$ cat src/rtl/bus_cycle_sequencer.sv
`default_nettype none
// ============================================================================
// Module   : bus_cycle_sequencer
// Purpose  : Registered T-state machine driving CPU bus pin strobes for
//            fetch, memory, I/O and interrupt-acknowledge cycles.
// Revision : 1.0 - initial release
// ============================================================================
module bus_cycle_sequencer #(
    parameter int AW         = 16,
    parameter int DW         = 8,
    parameter int MEM_WS     = 0,
    parameter int IO_WS      = 1,
    parameter int INTA_WS    = 2,
    parameter int BUSRQ_SYNC = 2
) (
    input  logic          clk,
    input  logic          nreset,
    input  logic          start,
    input  logic [2:0]    cycle_type,
    input  logic [AW-1:0] addr_in,
    input  logic [AW-1:0] rfsh_addr,
    input  logic [DW-1:0] db_in,
    input  logic          mwait,
    input  logic          busrq,
    output logic          accept,
    output logic          done,
    output logic [DW-1:0] rdata,
    output logic [AW-1:0] addr_out,
    output logic          m1,
    output logic          mreq,
    output logic          iorq,
    output logic          rd,
    output logic          wr,
    output logic          rfsh,
    output logic          busack,
    output logic          pin_oe,
    output logic          db_oe
);

    localparam logic [2:0] c_fetch   = 3'd0;
    localparam logic [2:0] c_mread   = 3'd1;
    localparam logic [2:0] c_mwrite  = 3'd2;
    localparam logic [2:0] c_ioread  = 3'd3;
    localparam logic [2:0] c_iowrite = 3'd4;
    localparam logic [2:0] c_inta    = 3'd5;

    localparam int c_ws_max = (MEM_WS > IO_WS) ? ((MEM_WS > INTA_WS) ? MEM_WS : INTA_WS)
                                               : ((IO_WS > INTA_WS) ? IO_WS : INTA_WS);
    localparam int c_wcw    = (c_ws_max < 2) ? 1 : $clog2(c_ws_max + 1);

    typedef enum logic [2:0] {
        S_IDLE  = 3'd0,
        S_T1    = 3'd1,
        S_T2    = 3'd2,
        S_TW    = 3'd3,
        S_T3    = 3'd4,
        S_T4    = 3'd5,
        S_GRANT = 3'd6
    } state_t;

    state_t                r_state;
    state_t                w_state_nxt;
    logic [2:0]            r_ctype;
    logic [2:0]            w_ctype_nxt;
    logic [2:0]            w_type_in;
    logic [c_wcw-1:0]      r_wcnt;
    logic [c_wcw-1:0]      w_wcnt_nxt;
    logic [BUSRQ_SYNC-1:0] r_busrq_sync;
    logic                  w_busrq_s;
    logic                  w_final;
    logic                  w_cap_rdata;
    logic                  w_load_rfsh;
    logic                  w_m1, w_mreq, w_iorq, w_rd, w_wr, w_rfsh, w_db_oe, w_done;

    function automatic logic is_long(input logic [2:0] t);
        return (t == c_fetch) || (t == c_inta);
    endfunction

    function automatic logic [c_wcw-1:0] class_ws(input logic [2:0] t);
        case (t)
            c_ioread, c_iowrite: class_ws = c_wcw'(IO_WS);
            c_inta:              class_ws = c_wcw'(INTA_WS);
            default:             class_ws = c_wcw'(MEM_WS);
        endcase
    endfunction

    assign w_busrq_s = r_busrq_sync[BUSRQ_SYNC-1];
    assign w_type_in = (cycle_type > c_inta) ? c_mread : cycle_type;
    assign w_final   = (r_state == S_T4) || ((r_state == S_T3) && !is_long(r_ctype));
    // Bus grant has priority: a pending start simply waits out the grant.
    assign accept    = start && !w_busrq_s && ((r_state == S_IDLE) || w_final);

    always_ff @(posedge clk or negedge nreset) begin
        if (!nreset) begin
            r_busrq_sync <= '0;
        end else begin
            r_busrq_sync[0] <= busrq;
            for (int i = 1; i < BUSRQ_SYNC; i++) begin
                r_busrq_sync[i] <= r_busrq_sync[i-1];
            end
        end
    end

    always_comb begin
        w_state_nxt = r_state;
        w_ctype_nxt = r_ctype;
        w_wcnt_nxt  = r_wcnt;
        w_cap_rdata = 1'b0;
        w_load_rfsh = 1'b0;
        case (r_state)
            S_IDLE: begin
                if (accept) begin
                    w_state_nxt = S_T1;
                    w_ctype_nxt = w_type_in;
                end else if (w_busrq_s) begin
                    w_state_nxt = S_GRANT;
                end
            end
            S_T1: begin
                w_state_nxt = S_T2;
                w_wcnt_nxt  = class_ws(r_ctype);
            end
            S_T2, S_TW: begin
                // Automatic waits take precedence; mwait only counts once they expire.
                if (r_wcnt != '0) begin
                    w_state_nxt = S_TW;
                    w_wcnt_nxt  = r_wcnt - c_wcw'(1);
                end else if (mwait) begin
                    w_state_nxt = S_TW;
                end else begin
                    w_state_nxt = S_T3;
                    w_cap_rdata = is_long(r_ctype);
                    w_load_rfsh = is_long(r_ctype);
                end
            end
            S_T3: begin
                w_cap_rdata = (r_ctype == c_mread) || (r_ctype == c_ioread);
                if (is_long(r_ctype)) begin
                    w_state_nxt = S_T4;
                end
            end
            S_T4: begin
                w_state_nxt = r_state;
            end
            S_GRANT: begin
                if (!w_busrq_s) begin
                    w_state_nxt = S_IDLE;
                end
            end
            default: begin
                w_state_nxt = S_IDLE;
            end
        endcase

        if (w_final) begin
            if (accept) begin
                w_state_nxt = S_T1;
                w_ctype_nxt = w_type_in;
            end else if (w_busrq_s) begin
                w_state_nxt = S_GRANT;
            end else begin
                w_state_nxt = S_IDLE;
            end
        end
    end

    // Strobe decode from the next state so every pin is a clean flop output.
    always_comb begin
        logic t12w, t2w, t13, t2w3, t34;
        t12w    = (w_state_nxt == S_T1) || (w_state_nxt == S_T2) || (w_state_nxt == S_TW);
        t2w     = (w_state_nxt == S_T2) || (w_state_nxt == S_TW);
        t13     = t12w || (w_state_nxt == S_T3);
        t2w3    = t2w || (w_state_nxt == S_T3);
        t34     = (w_state_nxt == S_T3) || (w_state_nxt == S_T4);
        w_m1    = 1'b0;
        w_mreq  = 1'b0;
        w_iorq  = 1'b0;
        w_rd    = 1'b0;
        w_wr    = 1'b0;
        w_rfsh  = 1'b0;
        w_db_oe = 1'b0;
        case (w_ctype_nxt)
            c_fetch: begin
                w_m1   = t12w;
                w_mreq = t12w || t34;
                w_rd   = t12w;
                w_rfsh = t34;
            end
            c_mwrite: begin
                w_mreq  = t13;
                w_wr    = t2w;
                w_db_oe = t13;
            end
            c_ioread: begin
                w_iorq = t2w3;
                w_rd   = t2w3;
            end
            c_iowrite: begin
                w_iorq  = t2w3;
                w_wr    = t2w3;
                w_db_oe = t13;
            end
            c_inta: begin
                w_m1   = t12w;
                w_iorq = (w_state_nxt == S_TW);
                w_mreq = t34;
                w_rfsh = t34;
            end
            default: begin
                w_mreq = t13;
                w_rd   = t13;
            end
        endcase
        w_done = (w_state_nxt == S_T4) || ((w_state_nxt == S_T3) && !is_long(w_ctype_nxt));
    end

    always_ff @(posedge clk or negedge nreset) begin
        if (!nreset) begin
            r_state  <= S_IDLE;
            r_ctype  <= c_fetch;
            r_wcnt   <= '0;
            addr_out <= '0;
            rdata    <= '0;
            done     <= 1'b0;
            m1       <= 1'b0;
            mreq     <= 1'b0;
            iorq     <= 1'b0;
            rd       <= 1'b0;
            wr       <= 1'b0;
            rfsh     <= 1'b0;
            db_oe    <= 1'b0;
            busack   <= 1'b0;
            pin_oe   <= 1'b0;
        end else begin
            r_state <= w_state_nxt;
            r_ctype <= w_ctype_nxt;
            r_wcnt  <= w_wcnt_nxt;
            if (accept) begin
                addr_out <= addr_in;
            end else if (w_load_rfsh) begin
                addr_out <= rfsh_addr;
            end
            if (w_cap_rdata) begin
                rdata <= db_in;
            end
            done   <= w_done;
            m1     <= w_m1;
            mreq   <= w_mreq;
            iorq   <= w_iorq;
            rd     <= w_rd;
            wr     <= w_wr;
            rfsh   <= w_rfsh;
            db_oe  <= w_db_oe;
            busack <= (w_state_nxt == S_GRANT);
            pin_oe <= (w_state_nxt != S_GRANT);
        end
    end

endmodule
`default_nettype wire

$ cat config.mk
export PLATFORM = sky130hd
export DESIGN_NAME = bus_cycle_sequencer
export DESIGN_NICKNAME = d
export VERILOG_FILES = /design/src/rtl/bus_cycle_sequencer.sv
export SDC_FILE = /design/constraint.sdc
export NUM_CORES = 1
export LEC_CHECK = 0
export CORE_MARGIN = 2
export CORE_UTILIZATION = 25
export CTS_CLUSTER_SIZE = 14
export DETAILED_ROUTE_END_ITERATION = 10
export MAX_ROUTING_LAYER = met4
export SLEW_MARGIN = 0
export SYNTH_ARGS = -nofsm -noshare
export SYNTH_HDL_FRONTEND = slang
export SYNTH_SLANG_ARGS = --single-unit
$ cat constraint.sdc
create_clock -name clk -period 2.1 [get_ports clk]
set_clock_uncertainty 0.1 [all_clocks]
set_input_delay 0.42 -clock clk [delete_from_list [all_inputs] [get_ports clk]]
set_output_delay 0.42 -clock clk [all_outputs]
set_load 0.01 [all_outputs]
[Word-level counts from Yosys, hierarchy flattened]
Cells that the tools add are included.
Storage, ports and cells
  flip-flop bits (word level): 44
  input bits: 48
  output and inout bits: 35
  word-level logic and storage cells: 104
Cells by class
  add/subtract/negate cells: 1
  $lt $le $gt $ge: 1
  eq/ne operators: 22
  muxes and demuxes: 31
  reductions and logical operators: 33
Operators with widths (number)
  2-to-1 mux 3 bit: 14
  2-to-1 mux 16 bit: 2
  equality test 3 bit (second input constant): 10
  equality test 3 x 2 -> 1 bit (second input constant): 7
  case mux 3 bit (6 select lines): 1
  logical OR 1 bit: 13
  OR reduction 2 bit: 5
  equality test 3 x 1 -> 1 bit (second input constant): 3
  zero test 3 bit: 3
  case mux 2 bit (2 select lines): 2
  2-to-1 mux 1 bit: 6
  case mux 1 bit (2 select lines): 3
  case mux 1 bit (3 select lines): 2
  nonzero test 2 bit: 3
  logical AND 1 bit: 4
  > comparator 3 bit (second input constant): 1
  zero test 1 bit: 3
  != test 3 bit (second input constant): 1
  OR reduction 3 bit: 1
  2-to-1 mux 2 bit: 1
  != test 2 bit (second input constant): 1
  AND reduction 2 bit: 1
  subtractor 2 x 1 -> 2 bit (second input constant): 1

[Depth between registers and ports, before layout]
  word-level depth: 16
  mapped depth: 8
  gate-level depth less buffers: 8

[Worst setup path before layout]
Ideal clock, no wire load.
  kind: in2reg
  start point: input port start
  end point: register rfsh
  arrival: 1995 ps
  data required time: 1863 ps
  path slack: -132 ps
  cell stages on the path: 7
  path buffers: 0
  cell sequence: or3b_4 > a211oi_4 > mux2i_2 > inv_1 > xnor2_1 > nand2b_1 > nor2_1
Between the ends
  longest elaborated chain between the ends: 9
  elaborated cells on any way between the ends: 17
  those cells by class: eq/ne (3); mux (9); reduce/logical (5)
RTL lines
  start: declaration: RTL line 18  | input logic start,
  logical AND 1 bit (*) (2 in a row): RTL line 91  | assign accept = start && !w_busrq_s && ((r_state == S_IDLE) || w_final);
  2-to-1 mux 3 bit: RTL line 112  | if (accept) begin
  2-to-1 mux 3 bit: RTL line 110  | case (r_state)
  2-to-1 mux 3 bit: RTL line 156  | if (accept) begin
  2-to-1 mux 3 bit (*): RTL line 155  | if (w_final) begin
  via w_ctype_nxt[2]: RTL line 64  | logic [2:0] w_ctype_nxt;
  equality test 3 bit / zero test 3 bit (equally long branches): RTL line 182  | case (w_ctype_nxt)
  OR reduction 2 bit (no source line) (*)
  2-to-1 mux 1 bit (*): RTL line 182
  via w_rfsh: RTL line 73  | logic w_m1, w_mreq, w_iorq, w_rd, w_wr, w_rfsh, w_db_oe, w_done;
  end signal: assignment: RTL line 252  | rfsh <= w_rfsh;
  end: declaration: RTL line 34  | output logic rfsh,
Mark *: on every way through the listed nets, which the timed path passes. The rest lies on a longest branch.
A chain may end at the register's enable or synchronous reset.

[Final worst setup path]
  start point: register r_busrq_sync[1]
  end point: output port accept
Between the ends
  longest elaborated chain between the ends: 3
RTL lines
  start: declaration: RTL line 68  | logic [BUSRQ_SYNC-1:0] r_busrq_sync;
  start signal: indexed assignment: RTL line 99  | r_busrq_sync[i] <= r_busrq_sync[i-1];
  zero test 1 bit
  logical AND 1 bit (2 in a row): RTL line 91
  end: declaration: RTL line 25  | output logic accept,
Every way passes these cells.

==> impl_metrics.env <==
export IMPL_combPwrFrac_pct=60.0
export IMPL_maxCapViolCount=0
export IMPL_ff2ff_path_depth=9
export IMPL_synth_edf_count=0
export IMPL_die_h_um=96.0
export IMPL_worst_endpoint_required_ns=1.58
export IMPL_numCtsBuffers=5
export IMPL_ir_drop_mv=0.438
export IMPL_p_seq_share_pct=27.0
export IMPL_max_stage_delay_ns=0.42
export IMPL_violations="negative setup slack"
export IMPL_switching_share_pct=35.6
export IMPL_synthDominantCellAreaShare_pct=52.0
export IMPL_hold_path_class="flip-flop to flip-flop"
export IMPL_final_max_slew_viol_count=0
export IMPL_initial_core_util_pct=25.7
export IMPL_avgSynthCellArea_sq_um=10.5
export IMPL_row_count=33
export IMPL_multi_input_area_sq_um=1060
export IMPL_fmax_ghz=0.450
export IMPL_path_common_cell="buf_6"
export IMPL_postRouteAntennaNets=0
export IMPL_cp_startpoint="r_busrq_sync[1]$_DFF_PN0_"
export IMPL_synthCells=201
export IMPL_p_switching_mw=1.85
export IMPL_period_share_pct=106
export IMPL_io_buffer_count=82
export IMPL_setup_tns_ns=-0.675
export IMPL_fillers=768
export IMPL_die_x_um=96.0
export IMPL_grt_pass1_vias=2003
export IMPL_drt_first_pass_iters=4
export IMPL_synth_top_area_cell="dfrtp_1"
export IMPL_crit_path_end_kind="primary output"
export IMPL_hpwl_mm=4.24
export IMPL_p_int_mw=3.35
export IMPL_crit_end="accept"
export IMPL_whs_ns=0.259
export IMPL_fin_nets=379
export IMPL_grt_total_usage_pct=13.2
export IMPL_fp_coreArea_sq_um=8220
export IMPL_clk_pin_slew_ns=0.09
export IMPL_num_antenna_cells=0
export IMPL_crit_type="flip-flop to primary output"
export IMPL_p_leak_nw=1.55
export IMPL_startpoint_type="flip-flop"
export IMPL_regArea_sq_um=1100
export IMPL_status="finished with violations"
export IMPL_ctsHtreeMaxLevel=2
export IMPL_synthesis_nets=250
export IMPL_synthTopCellsByArea="dfrtp_1 52%, mux2i_1 8.5%, o21ai_0 5.4%, mux2_2 4.8%, nand2_1 4.4%"
export IMPL_antenna_found_initial=0
export IMPL_reg2reg_from="r_busrq_sync[1]$_DFF_PN0_"
export IMPL_clock_root_buffer="clkbuf_8"
export IMPL_max_slew_worst_pin_slew_ns=0.504
export IMPL_hold_violations=0
export IMPL_syn2layout_area_growth_pct=74.5
export IMPL_crit_arrival_ns=1.70
export IMPL_r2r_end="m1$_DFF_PN0_"
export IMPL_wl_mm=5.87
export IMPL_grt_pass1_wl_mm=9.24
export IMPL_drive_gt1_share_pct=26.0
export IMPL_synth_yosys_warnings=0
export IMPL_routedWlPerCell_um=13.5
export IMPL_fp_dieArea_sq_um=9220
export IMPL_setup_viol=9
export IMPL_clockBufferDepth=2
export IMPL_cp_cell_sequence="or3b_4, buf_6, a211oi_4, buf_4, buf_6"
export IMPL_period_minus_slack_ns=2.22
export IMPL_clock_power_share_pct=13.0
export IMPL_tritoncts="done"
export IMPL_max_slew_margin_pct=66.4
export IMPL_cts_sinks=44
export IMPL_drc=0
export IMPL_rsz0062_at_grt="yes"
export IMPL_ys_seq_area_share_pct=52.0
export IMPL_syn_area_sq_um=2120
export IMPL_drt_iter0_markers=63
export IMPL_async_flop_share_pct=100
export IMPL_clkLatencyLatePin_ns=0.30
export IMPL_gp_congestion=0.921
export IMPL_worstPathMaxFanout=2
export IMPL_crit_path_top_delay_cell="or3b_4"
export IMPL_grt_max_degree=29
export IMPL_io_pin_count=83
export IMPL_vias=1957
export IMPL_ys_ff_latch=44
export IMPL_yosysUniqueCellTypes=44
export IMPL_synth_ff_type="dfrtp_1"
export IMPL_vias_per_cell=4.49
export IMPL_finalWorstSetupSlack_ns=-0.124
export IMPL_rrSetupSlack_ns=-0.11
export IMPL_powerDensity_nw_per_um2=1410
export IMPL_gr_total_overflow=0
[registers in the layout, summed over array words and instances (netlist names)]
name,cells
m1,1
r_wcnt,2
pin_oe,1
rd,1
rdata,8
mreq,1
addr_out,16
r_state,3
r_ctype,3
iorq,1
rfsh,1
wr,1
done,1
r_busrq_sync,2
busack,1
db_oe,1
[cells in the final DEF, fill, tap and decap left out, types with 3 or more instances in the layout]
master and count:
clkdlybuf4s50_1 79, inv_1 6, clkbuf_8 5, mux2_4 8
buf_12 3, buf_6 7, buf_4 38, o21ai_0 19
nand2_1 25, nor3_1 3, nor2_1 9, mux2i_1 17
nor2b_1 3, a21oi_1 5, dfrtp_1 44, o21ai_1 5
nor3_2 3
[cell usage after synthesis, types with 2 or more instances]
library cell and count:
dfrtp_1 44, nand2_1 25, o21ai_0 23, mux2i_1 18, mux2_2 9, nor2_1 9, a21oi_1 7, inv_1 7
nor3_1 6, buf_2 5, clkbuf_1 4, nor2b_1 3, xnor2_1 3, a21o_1 2, a2bb2oi_1 2, and2_1 2
nand2b_1 2, nand3_1 2, o21a_1 2, or2_2 2
[power by group through the flow]
stage | sequential [mW] | clock, mW | combinational, mW
global route | 1.45 | 0.742 | 3.40
CTS | 1.40 | 0.715 | 2.92
detailed placement | 1.41 | 0 | 2.76
global placement | 1.41 | 0 | 2.73
floorplan | 1.54 | 0 | 1.26
finish | 1.40 | 0.678 | 3.12
[layer usage]
layer  vias up  GRT usage (%)  wire (um)
li1        953              -          -
met3        11           3.60        421
met5         -              -          0
met4         0           4.76        147
met1       930           15.3       2360
met2        63           22.1       2940
[repair_timing]
action	CTS	global route
buffers inserted	5	8
setup endpoints to repair	13	33
pin swaps	6	11
gates resized for setup	19	19
hold endpoints to repair	19	0
hold buffers	1	0
cloned	1	0
[through the flow]
| stage | power [mW] | setup slack [ns] | instances | cell area, sq um | util, % |
|---|---|---|---|---|---|
| floorplan | 2.80 | -0.0608 | 201 | 2140 | - |
| global placement | 4.14 | -0.587 | 413 | 3340 | 40.7 |
| detailed placement | 4.17 | -0.620 | 413 | 3340 | 40.7 |
| CTS | 5.03 | -0.204 | 428 | 3570 | 43.4 |
| global route | 5.59 | -0.215 | 436 | 3690 | 44.9 |
| finish | 5.20 | -0.124 | 436 | 3690 | 44.9 |
[final cells by class]
| type | instances | share of cell area (%) |
|---|---|---|
| flip-flops and latches | 44 | 29.8 |
| well taps | 105 | 3.56 |
| clock inverters | 3 | 1.25 |
| clock buffers | 5 | 1.86 |
| multi-input cells | 140 | 28.7 |
| repair buffers | 132 | 34.1 |
| inverters | 7 | 0.712 |
[critical path: cells and delay by family (launching register included)]
family / cells / cell delay [ns]
flops: 1 / 0.39
buf+inv: 3 / 0.39
simple gates: 1 / 0.42
compound gates: 1 / 0.19
[worst min-delay path by stage]
stage,from,end,slack [ns],cells after the start
floorplan,nreset,addr_out[0]$_DFFE_PN0P_,0.02,0
global placement,r_busrq_sync[0]$_DFF_PN0_,r_busrq_sync[1]$_DFF_PN0_,0.24,0
detailed placement,r_busrq_sync[0]$_DFF_PN0_,r_busrq_sync[1]$_DFF_PN0_,0.24,0
CTS,r_busrq_sync[0]$_DFF_PN0_,r_busrq_sync[1]$_DFF_PN0_,0.26,0
global route,r_busrq_sync[0]$_DFF_PN0_,r_busrq_sync[1]$_DFF_PN0_,0.26,0
finish,r_busrq_sync[0]$_DFF_PN0_,r_busrq_sync[1]$_DFF_PN0_,0.26,0
[cell families after synthesis]
| logic type | after synthesis | share of synthesized area [%] |
|---|---|---|
| and+or+nand+nor | 60 | 14.2 |
| AOI/OAI and AO/OA | 47 | 14.1 |
| DFF | 44 | 52.0 |
| muxes | 28 | 14.0 |
| buffers and inverters | 17 | 3.49 |
| xor gates and xnor gates | 4 | 1.66 |
| adders and majority gates | 1 | 0.591 |
Power figures use the tool's default switching activity.
